[config.mk]
export PLATFORM = sky130hd
export DESIGN_NAME = cnt_full
export DESIGN_NICKNAME = d
export VERILOG_FILES = /design/src/rtl/cnt_full_pkg.sv /design/src/rtl/cnt_full_gray2bin.sv /design/src/rtl/cnt_full.sv
export SDC_FILE = /design/constraint.sdc
export NUM_CORES = 1
export LEC_CHECK = 0
export ABC_CLOCK_PERIOD_IN_PS = 3300
export BUFFER_PORTS_ARGS = -buffer_cell sky130_fd_sc_hd__buf_2
export CAP_MARGIN = 10
export CORE_MARGIN = 8
export CORE_UTILIZATION = 52
export DETAILED_ROUTE_END_ITERATION = 16
export GPL_ROUTABILITY_DRIVEN = 0
export PLACE_DENSITY = 0.82
export SLEW_MARGIN = 20
export SYNTH_ARGS = -nofsm -noshare
export SYNTH_HDL_FRONTEND = slang
export SYNTH_SLANG_ARGS = --single-unit
[constraint.sdc]
create_clock -name clk -period 3.3 [get_ports clk]
set_input_delay 0.165 -clock clk [delete_from_list [all_inputs] [get_ports clk]]
set_output_delay 0.165 -clock clk [all_outputs]
set_load 0.01 [all_outputs]
[src/rtl/cnt_full_pkg.sv]
// Shared async-FIFO pointer helpers: depth from pointer width and binary-to-Gray encoding.
// Used by both the write-side full counter and the read-side empty counter.
package cnt_full_pkg;

  localparam int PTR_MAX_W = 32;

  function automatic int fifo_depth(input int width);
    return 1 << (width - 1);
  endfunction

  function automatic logic [PTR_MAX_W-1:0] bin2gray(input logic [PTR_MAX_W-1:0] bin);
    return (bin >> 1) ^ bin;
  endfunction

endpackage

[src/rtl/cnt_full_gray2bin.sv]
// Combinational Gray-to-binary converter; binary bit i is the XOR of Gray bits MSB..i.
module cnt_full_gray2bin #(
  parameter int WIDTH = 8
) (
  input  logic [WIDTH-1:0] i_gray,
  output logic [WIDTH-1:0] o_bin
);

  always_comb begin
    o_bin = '0;
    for (int i = 0; i < WIDTH; i++) begin
      o_bin[i] = ^(i_gray >> i);
    end
  end

endmodule

[src/rtl/cnt_full.sv]
// Write-domain pointer pair and full / level / almost_full / overflow generator for the async FIFO.
// en is a write request; it is accepted only when full is low (inc = en & ~full), otherwise dropped.
module cnt_full
  import cnt_full_pkg::*;
#(
  parameter int WIDTH    = 8,
  parameter int AFULL_TH = 2
) (
  input  logic             clk,
  input  logic             rst,
  input  logic             clr,
  input  logic             en,
  output logic [WIDTH-1:0] cnt_bin,
  output logic [WIDTH-1:0] cnt_gray,
  input  logic [WIDTH-1:0] cnt_gray_sync,
  output logic             full,
  output logic             almost_full,
  output logic [WIDTH-1:0] level,
  output logic             overflow
);

  localparam int             DEPTH    = fifo_depth(WIDTH);
  localparam logic [WIDTH-1:0] AF_LIMIT = WIDTH'(DEPTH - AFULL_TH);

  logic [WIDTH-1:0] r_bin;
  logic [WIDTH-1:0] r_gray;
  logic [WIDTH-1:0] r_level;
  logic             r_full;
  logic             r_afull;
  logic             r_ovf;

  logic             w_inc;
  logic [WIDTH-1:0] w_bin_nxt;
  logic [WIDTH-1:0] w_gray_nxt;
  logic [WIDTH-1:0] w_fp;
  logic [WIDTH-1:0] w_rd_bin;
  logic [WIDTH-1:0] w_level_nxt;
  logic             w_full_nxt;
  logic             w_afull_nxt;

  cnt_full_gray2bin #(.WIDTH(WIDTH)) u_rd_g2b (
    .i_gray (cnt_gray_sync),
    .o_bin  (w_rd_bin)
  );

  assign w_inc       = en & ~r_full;
  assign w_bin_nxt   = r_bin + {{(WIDTH-1){1'b0}}, w_inc};
  assign w_gray_nxt  = WIDTH'(bin2gray(PTR_MAX_W'(w_bin_nxt)));
  // Write pointer is exactly one lap ahead of the read pointer when the top two Gray bits differ.
  assign w_fp        = {~cnt_gray_sync[WIDTH-1:WIDTH-2], cnt_gray_sync[WIDTH-3:0]};
  assign w_full_nxt  = (w_gray_nxt == w_fp);
  assign w_level_nxt = w_bin_nxt - w_rd_bin;
  assign w_afull_nxt = (w_level_nxt >= AF_LIMIT);

  always_ff @(posedge clk) begin
    if (rst || clr) begin
      r_bin   <= '0;
      r_gray  <= '0;
      r_level <= '0;
      r_full  <= 1'b0;
      r_afull <= 1'b0;
      r_ovf   <= 1'b0;
    end else begin
      r_bin   <= w_bin_nxt;
      r_gray  <= w_gray_nxt;
      r_level <= w_level_nxt;
      r_full  <= w_full_nxt;
      r_afull <= w_afull_nxt;
      r_ovf   <= en & r_full;
    end
  end

  assign cnt_bin     = r_bin;
  assign cnt_gray    = r_gray;
  assign level       = r_level;
  assign full        = r_full;
  assign almost_full = r_afull;
  assign overflow    = r_ovf;

endmodule
# Yosys cells after proc, flatten, opt, wreduce, memory -nomap -nowiden
# Cells that the tools add are included.
classes:
  mux: 0
  add_sub_neg: 2
  order_cmp: 1
  n_div: 0
  mul: 0
  n_shift: 0
  eq_ne: 1
  n_reduce_logical: 9
  bitwise: 5
ops:
  columns: ["op", "n"]
  rows:
  - ["parity 8 bit", 8]
  - ["adder 8 x 1 -> 8 bit", 1]
  - ["== test 8 bit", 1]
  - [">= comparator 8 x 7 -> 1 bit, second input constant", 1]
  - ["subtractor 8 bit", 1]
  - ["XOR 7 x 8 -> 8 bit", 1]
  - ["AND 1 bit", 2]
  - ["NOT 2 bit", 1]
  - ["logical OR 1 bit", 1]
  - ["NOT 1 bit", 1]
word_totals:
  output_inout_bits: 27
  mem_bits_rw: 0
  regBits: 27
  mem_bits_ro: 0
  latch_bits: 0
  n_memories: 0

# Logic depth before layout (Yosys ltp)
# Gate-level depths: netlist (run 1).
logic_depth:
  word_depth: 5
  mapped_depth: 14

# Cells and area by module
# From an unflattened synthesis (run 1), not the netlist that was laid out.
unflattened:
  hier_cells: 176
  area_unflattened_um2: 1604.0
by_module_without_submodules:
  columns: ["mod", "seq_area_each_um2", "instances", "cells_each", "area_each_um2"]
  rows:
  - ["cnt_full", 520.5, 1, 166, 1478.9]
  - ["cnt_full_gray2bin", 0.0, 1, 10, 125.1]

# Worst setup path before layout (run 1)
# Ideal clock, no wire load.
synth_timing:
  path_type: "register to register"
  start: "reg r_full, in the netlist full"
  end: "reg r_afull, in the netlist almost_full"
  t_required_ns: 3.183
  setup_time_ns: 0.117
  path_buffers: 0
  t_arrival_ns: 2.615
  path_stages_with_launch: 15
  setup_slack_ns: 0.567
  cell_sequence: "dfxtp_1 -> nor2b_1 -> ha_1 -> ha_1 -> nand3_1 -> xor2_4 -> inv_1 -> ha_1 -> a21oi_1 -> nor2_1 -> nor2_1 -> maj3_1 -> o31ai_4 -> xnor2_1 -> a32o_1"
synth_via:
  elab_chain_cells: 5
synth_rtl:
  columns: ["item", "line", "text"]
  rows:
  - ["start: declaration", "cnt_full.sv:28", "logic r_full;"]
  - ["start signal: assignment", "cnt_full.sv:67", "r_full <= w_full_nxt;"]
  - ["NOT 1 bit", "cnt_full.sv:46", "assign w_inc = en & ~r_full;"]
  - ["AND 1 bit", "cnt_full.sv:46", null]
  - ["adder 8 x 1 -> 8 bit", "cnt_full.sv:47", "assign w_bin_nxt = r_bin + {{(WIDTH-1){1'b0}}, w_inc};"]
  - ["net w_bin_nxt[4]", "cnt_full.sv:33", "logic [WIDTH-1:0] w_bin_nxt;"]
  - ["subtractor 8 bit", "cnt_full.sv:52", "assign w_level_nxt = w_bin_nxt - w_rd_bin;"]
  - [">= comparator 8 x 7 -> 1 bit", "cnt_full.sv:53", "assign w_afull_nxt = (w_level_nxt >= AF_LIMIT);"]
  - ["end signal: assignment", "cnt_full.sv:68", "r_afull <= w_afull_nxt;"]
  - ["end: declaration", "cnt_full.sv:29", "logic r_afull;"]
# The timed path passes the listed nets, and every way through them passes these cells.
# A chain may end at the register's enable or synchronous reset.

# Worst setup path in the final report (run 1)
# Ends and elaborated chain as after synthesis.

==> results of run 1 <==
## per-layer routing
layer	share of wire	wire, um	GRT usage	up-vias
li1	-	-	-	602
met1	0.41	1440	0.145	547
met2	0.49	1730	0.239	38
met3	0.063	221	0.0311	11
met4	0.037	130	0.0826	0
met5	0	0	0	-
## worst max-delay path by stage
stage | slack [ns] | to | cells past startpoint | from
4_1_cts | 0.16 | almost_full | 14 | full
2_1_floorplan | 0.57 | almost_full | 14 | full
3_3_place_gp | 0.37 | almost_full | 14 | full
6_report | 0.21 | almost_full | 14 | full
5_1_grt | -0.007 | almost_full | 14 | full
3_5_place_dp | 0.19 | almost_full | 14 | full
## sequential cells by signal, summed over array words and instances (netlist names)
name and count:
level 8, cnt_bin 8, cnt_gray 7, overflow 1
almost_full 1, full 1
## where the power goes
part	leakage, nW	switching, mW	internal (mW)
logic	0.601	0.140	0.105
clock network	0.0210	0.0914	0.0676
registers	0.211	0.00355	0.330
## cells in the final DEF, fill, tap and decap left out, types with 2 or more instances in the layout
master	n
xnor2_1	23
xor2_1	11
clkbuf_4	3
xnor2_2	3
nor2_1	25
dfxtp_1	26
buf_4	3
and2_1	4
nand3_1	4
buf_2	38
o21ai_0	2
nor2_2	2
and3_1	3
nand2_1	10
a21oi_1	5
inv_1	8
nor3_1	2
ha_1	8
xor2_4	2
nor3_2	2
## critical path, stage by stage (launching register included)
cell     delay (ns)
dfxtp_1        0.35
nor2b_1        0.14
ha_1           0.21
ha_1           0.25
nand3_2        0.14
xor2_4         0.28
inv_1          0.10
ha_1           0.35
a21oi_1        0.21
nor2_1         0.07
nor2_1         0.13
maj3_1         0.25
o31ai_4        0.10
xnor2_2        0.18
a32o_1         0.23
## area by class of cell
type	instances	share of cell area
tap	31	0.0214
multi-input combinational	123	0.538
timing repair buffer	41	0.117
inverter	8	0.0165
sequential	26	0.287
clock buffer	4	0.0200
## cells by family after synthesis
family / share of synthesized area
AOI/OAI and AO/OA: 0.0667
xor gates and xnor gates: 0.300
and+or+nand+nor: 0.176
buffers and inverters: 0.0342
DFF: 0.338
adders and majority gates: 0.0846
## metrics by stage
| step | std cells | total power [mW] | hold slack [ns] | setup slack (ns) |
|---|---|---|---|---|
| after floorplan | 160 | 0.521 | 0.311 | 0.567 |
| after global placement | 227 | 0.574 | 0.400 | 0.373 |
| after detailed placement | 227 | 0.584 | 0.418 | 0.186 |
| after CTS | 231 | 0.741 | 0.0711 | 0.160 |
| after global routing | 233 | 0.779 | 0.0914 | -0.00708 |
| final | 233 | 0.738 | 0.0740 | 0.211 |
## what timing repair did
action                                 in CTS  in global routing
gates resized for setup                     0                  2
setup endpoints to repair                   0                  2
buffers inserted                            0                  2
endpoints found under the hold margin       0                  0
==> flow_metrics.env, run 1 <==
export IMPL_postRouteAntennaNets=0
export IMPL_cts_sinks=26
export IMPL_layout_min_cycle_time_ns=3.09
export IMPL_r2r_start="full"
export IMPL_cts_max_path_buffers=2
export IMPL_vias_per_cell=5.14
export IMPL_holdCritPathClass="input port to flop"
export IMPL_synth_warnings=0
export IMPL_final_area_sq_um=1820
export IMPL_yosys_area_top_type="dfxtp_1"
export IMPL_layout_drive_gt1_share=0.302
export IMPL_min_from="en"
export IMPL_worstMarginPinSlew_ns=0.599
export IMPL_routed_wl_mm=3.52
export IMPL_synthArstFlopShare=0
export IMPL_antenna_found_initial=0
export IMPL_nNetsFinal=224
export IMPL_relSlewSlack=0.600
export IMPL_crit_required_ns=3.53
export IMPL_synth_most_common_cell="dfxtp_1"
export IMPL_die_area_sq_um=4950
export IMPL_reg2reg_to="almost_full"
export IMPL_ys_top_cells_by_area="dfxtp_1 34%, xnor2_1 14%, ha_1 6.5%"
export IMPL_nFillCells=246
export IMPL_wl_per_cell_um=15.1
export IMPL_yosysSeqAreaShare=0.338
export IMPL_area_delta_synth_final_pct=18.1
export IMPL_status="complete, no violations"
export IMPL_finalSetupViolations=0
export IMPL_p_leak_nw=0.833
export IMPL_max_freq_ghz=0.324
export IMPL_peakVddDrop_mv=0.410
export IMPL_crit_arrival_ns=3.32
export IMPL_first_global_vias=1269
export IMPL_synth_top_area_frac=0.338
export IMPL_finClkSkew_ns=0.00607
export IMPL_synth_flop_cell="dfxtp_1"
export IMPL_r2r_slack_ns=0.21
export IMPL_postCtsHoldBufs=0
export IMPL_cp_max_fo=6
export IMPL_avgSynthCellArea_sq_um=9.61
export IMPL_synth_edf_count=0
export IMPL_cts_max_level=1
export IMPL_grt_start_max_net_pins=20
export IMPL_critical_path_class="flop to flop"
export IMPL_grt_first_pass_wirelength_mm=5.64
export IMPL_fin_util=0.653
export IMPL_cts_made_buffers=3
export IMPL_n_antenna_cell=0
export IMPL_finalCritPeriodShare=0.936
export IMPL_dpl_cell_area_sq_um=1750
export IMPL_crit_path_end_kind="flop"
export IMPL_cts_tree="built"
export IMPL_finalHoldViolCount=0
export IMPL_initial_core_util=0.553
export IMPL_dp_hpwl_mm=2.80
export IMPL_globalRouteOverflowTotal=0
export IMPL_syn_nets=181
export IMPL_clkLatencyLatePin_ns=0.32
export IMPL_maxCapViolCount=0
export IMPL_die_w_um=70.4
export IMPL_drt_iter0_markers=76
export IMPL_reg2reg_depth=14
export IMPL_multiInputGateArea_sq_um=977
export IMPL_grt_usage=0.137
export IMPL_dr_total_vias=1198
export IMPL_yosysUniqueCellTypes=36
export IMPL_min_delay_path_depth=2
export IMPL_powerDensity_nw_per_um2=406
export IMPL_ioPinCount=39
export IMPL_portBuffers=38
export IMPL_holdPathEnd="overflow"
export IMPL_ys_ff_latch=26
export IMPL_fp_dieH_um=70.4
export IMPL_rows=19
export IMPL_clockRootBuffer="clkbuf_4"
export IMPL_fin_setup_tns_ns=0
export IMPL_syn_inst=160
export IMPL_drc=0
export IMPL_netlist_area_sq_um=1540
export IMPL_path_clk_slew_ns=0.14
export IMPL_netlist_top_cells_count="26 x dfxtp_1, 25 x nor2_1, 24 x xnor2_1, 11 x xor2_1, 10 x nand2_1"
export IMPL_first_pass_iters=4
export IMPL_seq_area_sq_um=520
export IMPL_coreArea_sq_um=2780
export IMPL_start_kind="flop"
export IMPL_final_max_slew_viol_count=0
(Power assumes the default switching activity.)
==> inputs of run 2 (changes only) <==
--- a/config.mk
+++ b/config.mk
@@ -5,7 +5,7 @@
 export SDC_FILE = /design/constraint.sdc
 export NUM_CORES = 1
 export LEC_CHECK = 0
-export ABC_CLOCK_PERIOD_IN_PS = 3300
+export ABC_CLOCK_PERIOD_IN_PS = 3090
 export BUFFER_PORTS_ARGS = -buffer_cell sky130_fd_sc_hd__buf_2
 export CAP_MARGIN = 10
 export CORE_MARGIN = 8
==> constraint.sdc (replaced) <==
create_clock -name clk -period 3.09 [get_ports clk]
set_input_delay 0.1545 -clock clk [delete_from_list [all_inputs] [get_ports clk]]
set_output_delay 0.1545 -clock clk [all_outputs]
set_load 0.01 [all_outputs]
==> flow_metrics.env, run 2 (synthesis gave the netlist of run 1 again) <==
export IMPL_cp_max_fo=3
export IMPL_crit_arrival_ns=3.02
export IMPL_postRouteAntennaNets=0
export IMPL_worstMarginPinSlew_ns=0.504
export IMPL_peakVddDrop_mv=0.330
export IMPL_layout_drive_gt1_share=0.292
export IMPL_hold_ws_ns=0.0652
export IMPL_portBuffers=38
export IMPL_fp_dieH_um=70.4
export IMPL_area_delta_synth_final_pct=16.8
export IMPL_drc=0
export IMPL_ioPinCount=39
export IMPL_cts_max_path_buffers=2
export IMPL_grt_first_pass_wirelength_mm=5.58
export IMPL_drt_iter0_markers=58
export IMPL_first_global_vias=1217
export IMPL_post_cts_buffers=0
export IMPL_vias_per_cell=5.15
export IMPL_maxCapViolCount=0
export IMPL_crit_required_ns=3.31
export IMPL_finClkSkew_ns=0.00377
export IMPL_cp_slowest_stage_delay_ns=0.39
export IMPL_routed_wl_mm=3.41
export IMPL_pre_cts_ws_ns=0.204
export IMPL_grt_start_max_net_pins=20
export IMPL_cts_max_level=1
export IMPL_finalWorstSetupSlack_ns=0.291
export IMPL_holdCritPathClass="input port to flop"
export IMPL_globalRouteOverflowTotal=0
export IMPL_die_w_um=70.4
export IMPL_dpl_cell_area_sq_um=1770
export IMPL_coreArea_sq_um=2780
export IMPL_p_leak_nw=0.828
export IMPL_layout_min_cycle_time_ns=2.80
export IMPL_dp_hpwl_mm=2.80
export IMPL_initial_core_util=0.553
export IMPL_final_cell_mix="38 x buf_2, 26 x dfxtp_1, 25 x nor2_1"
export IMPL_finalSetupViolations=0
export IMPL_nNetsFinal=225
export IMPL_layout_commonest_cell="buf_2"
export IMPL_path_cells="nor2b_1, ha_1, ha_1, nand3_1, xor2_4, inv_1, ha_1, a21oi_1, nor2_1, nor2_1, maj3_1, o31ai_4, xnor2_1, a32o_1"
export IMPL_final_max_slew_viol_count=0
export IMPL_fin_util=0.646
export IMPL_cts_made_buffers=3
export IMPL_ctsResizeCount=0
export IMPL_n_antenna_cell=0
export IMPL_cp_slowest_cell="maj3_1"
export IMPL_antenna_found_initial=0
export IMPL_path_clk_slew_ns=0.14
export IMPL_rsz0062_at_grt="false"
export IMPL_postCtsHoldBufs=0
export IMPL_cts_tree="built"
export IMPL_finalCritPeriodShare=0.906
export IMPL_dr_total_vias=1200
export IMPL_first_pass_iters=4
export IMPL_final_area_sq_um=1800
export IMPL_clockRootBuffer="clkbuf_4"
export IMPL_grt_usage=0.134
export IMPL_powerDensity_nw_per_um2=422
export IMPL_critical_path_class="flop to flop"
export IMPL_rows=19
export IMPL_crit_path_end_kind="flop"
export IMPL_die_area_sq_um=4950
export IMPL_max_freq_ghz=0.357
export IMPL_finalHoldViolCount=0
export IMPL_fin_setup_tns_ns=0
export IMPL_cts_sinks=26
export IMPL_clkLatencyLatePin_ns=0.31
export IMPL_nFillCells=233
export IMPL_cp_common_cell="ha_1"
export IMPL_wl_per_cell_um=14.6
export IMPL_status="complete, no violations"
export IMPL_relSlewSlack=0.662
export IMPL_start_kind="flop"
-- run 2: cell types whose count changed in the layout (fill, tap and decap cells not counted), sizes merged --
cell | previous run | this run
buf | 41 | 42
clkbuf | 4 | 3
-- run 2: report_power, final --
part           switching, mW  internal (mW)  total, mW  leakage, nW
clock network         0.0967         0.0456      0.142       0.0138
registers            0.00450          0.352      0.357        0.211
logic                  0.147          0.112      0.259        0.603
total                  0.248          0.510      0.758        0.828
-- run 2: worst paths after layout --
kind              from           to  slack [ns]  cells past startpoint
setup / recovery  full  almost_full        0.29                     14
hold / removal      en     overflow        0.07                      2
setup reg to reg  full  almost_full        0.29                     14
hold reg to reg   full     overflow        0.53                      1
-- run 2: area by class of cell --
class,count,area [sq um],share of cell area
timing repair buffer,42,220,0.123
multi-input combinational,123,965,0.537
inverter,8,30.0,0.0167
clock buffer,3,22.5,0.0125
tap,31,38.8,0.0216
sequential,26,520,0.290
-- run 2: per-stage QoR --
stage | std cells | total power [mW]
2_1_floorplan | 160 | 0.557
3_3_place_gp | 230 | 0.612
3_5_place_dp | 230 | 0.624
4_1_cts | 233 | 0.762
5_1_grt | 233 | 0.802
6_report | 233 | 0.758
-- run 2: metal layers --
metal  track usage  share of wire  vias up
met5             0              0        -
met4        0.0469         0.0079        0
met3        0.0297          0.062        2
met2         0.235           0.50       31
met1         0.154           0.43      565
li1              -              -      602
-- run 2: critical path: cells and delay by family (launching register included) --
kind | cells | cell delay [ns]
fa+ha+maj | 4 | 1.15
simple gates | 4 | 0.47
compound gates | 3 | 0.40
flops | 1 | 0.35
xor+xnor | 2 | 0.28
buf+inv | 1 | 0.07
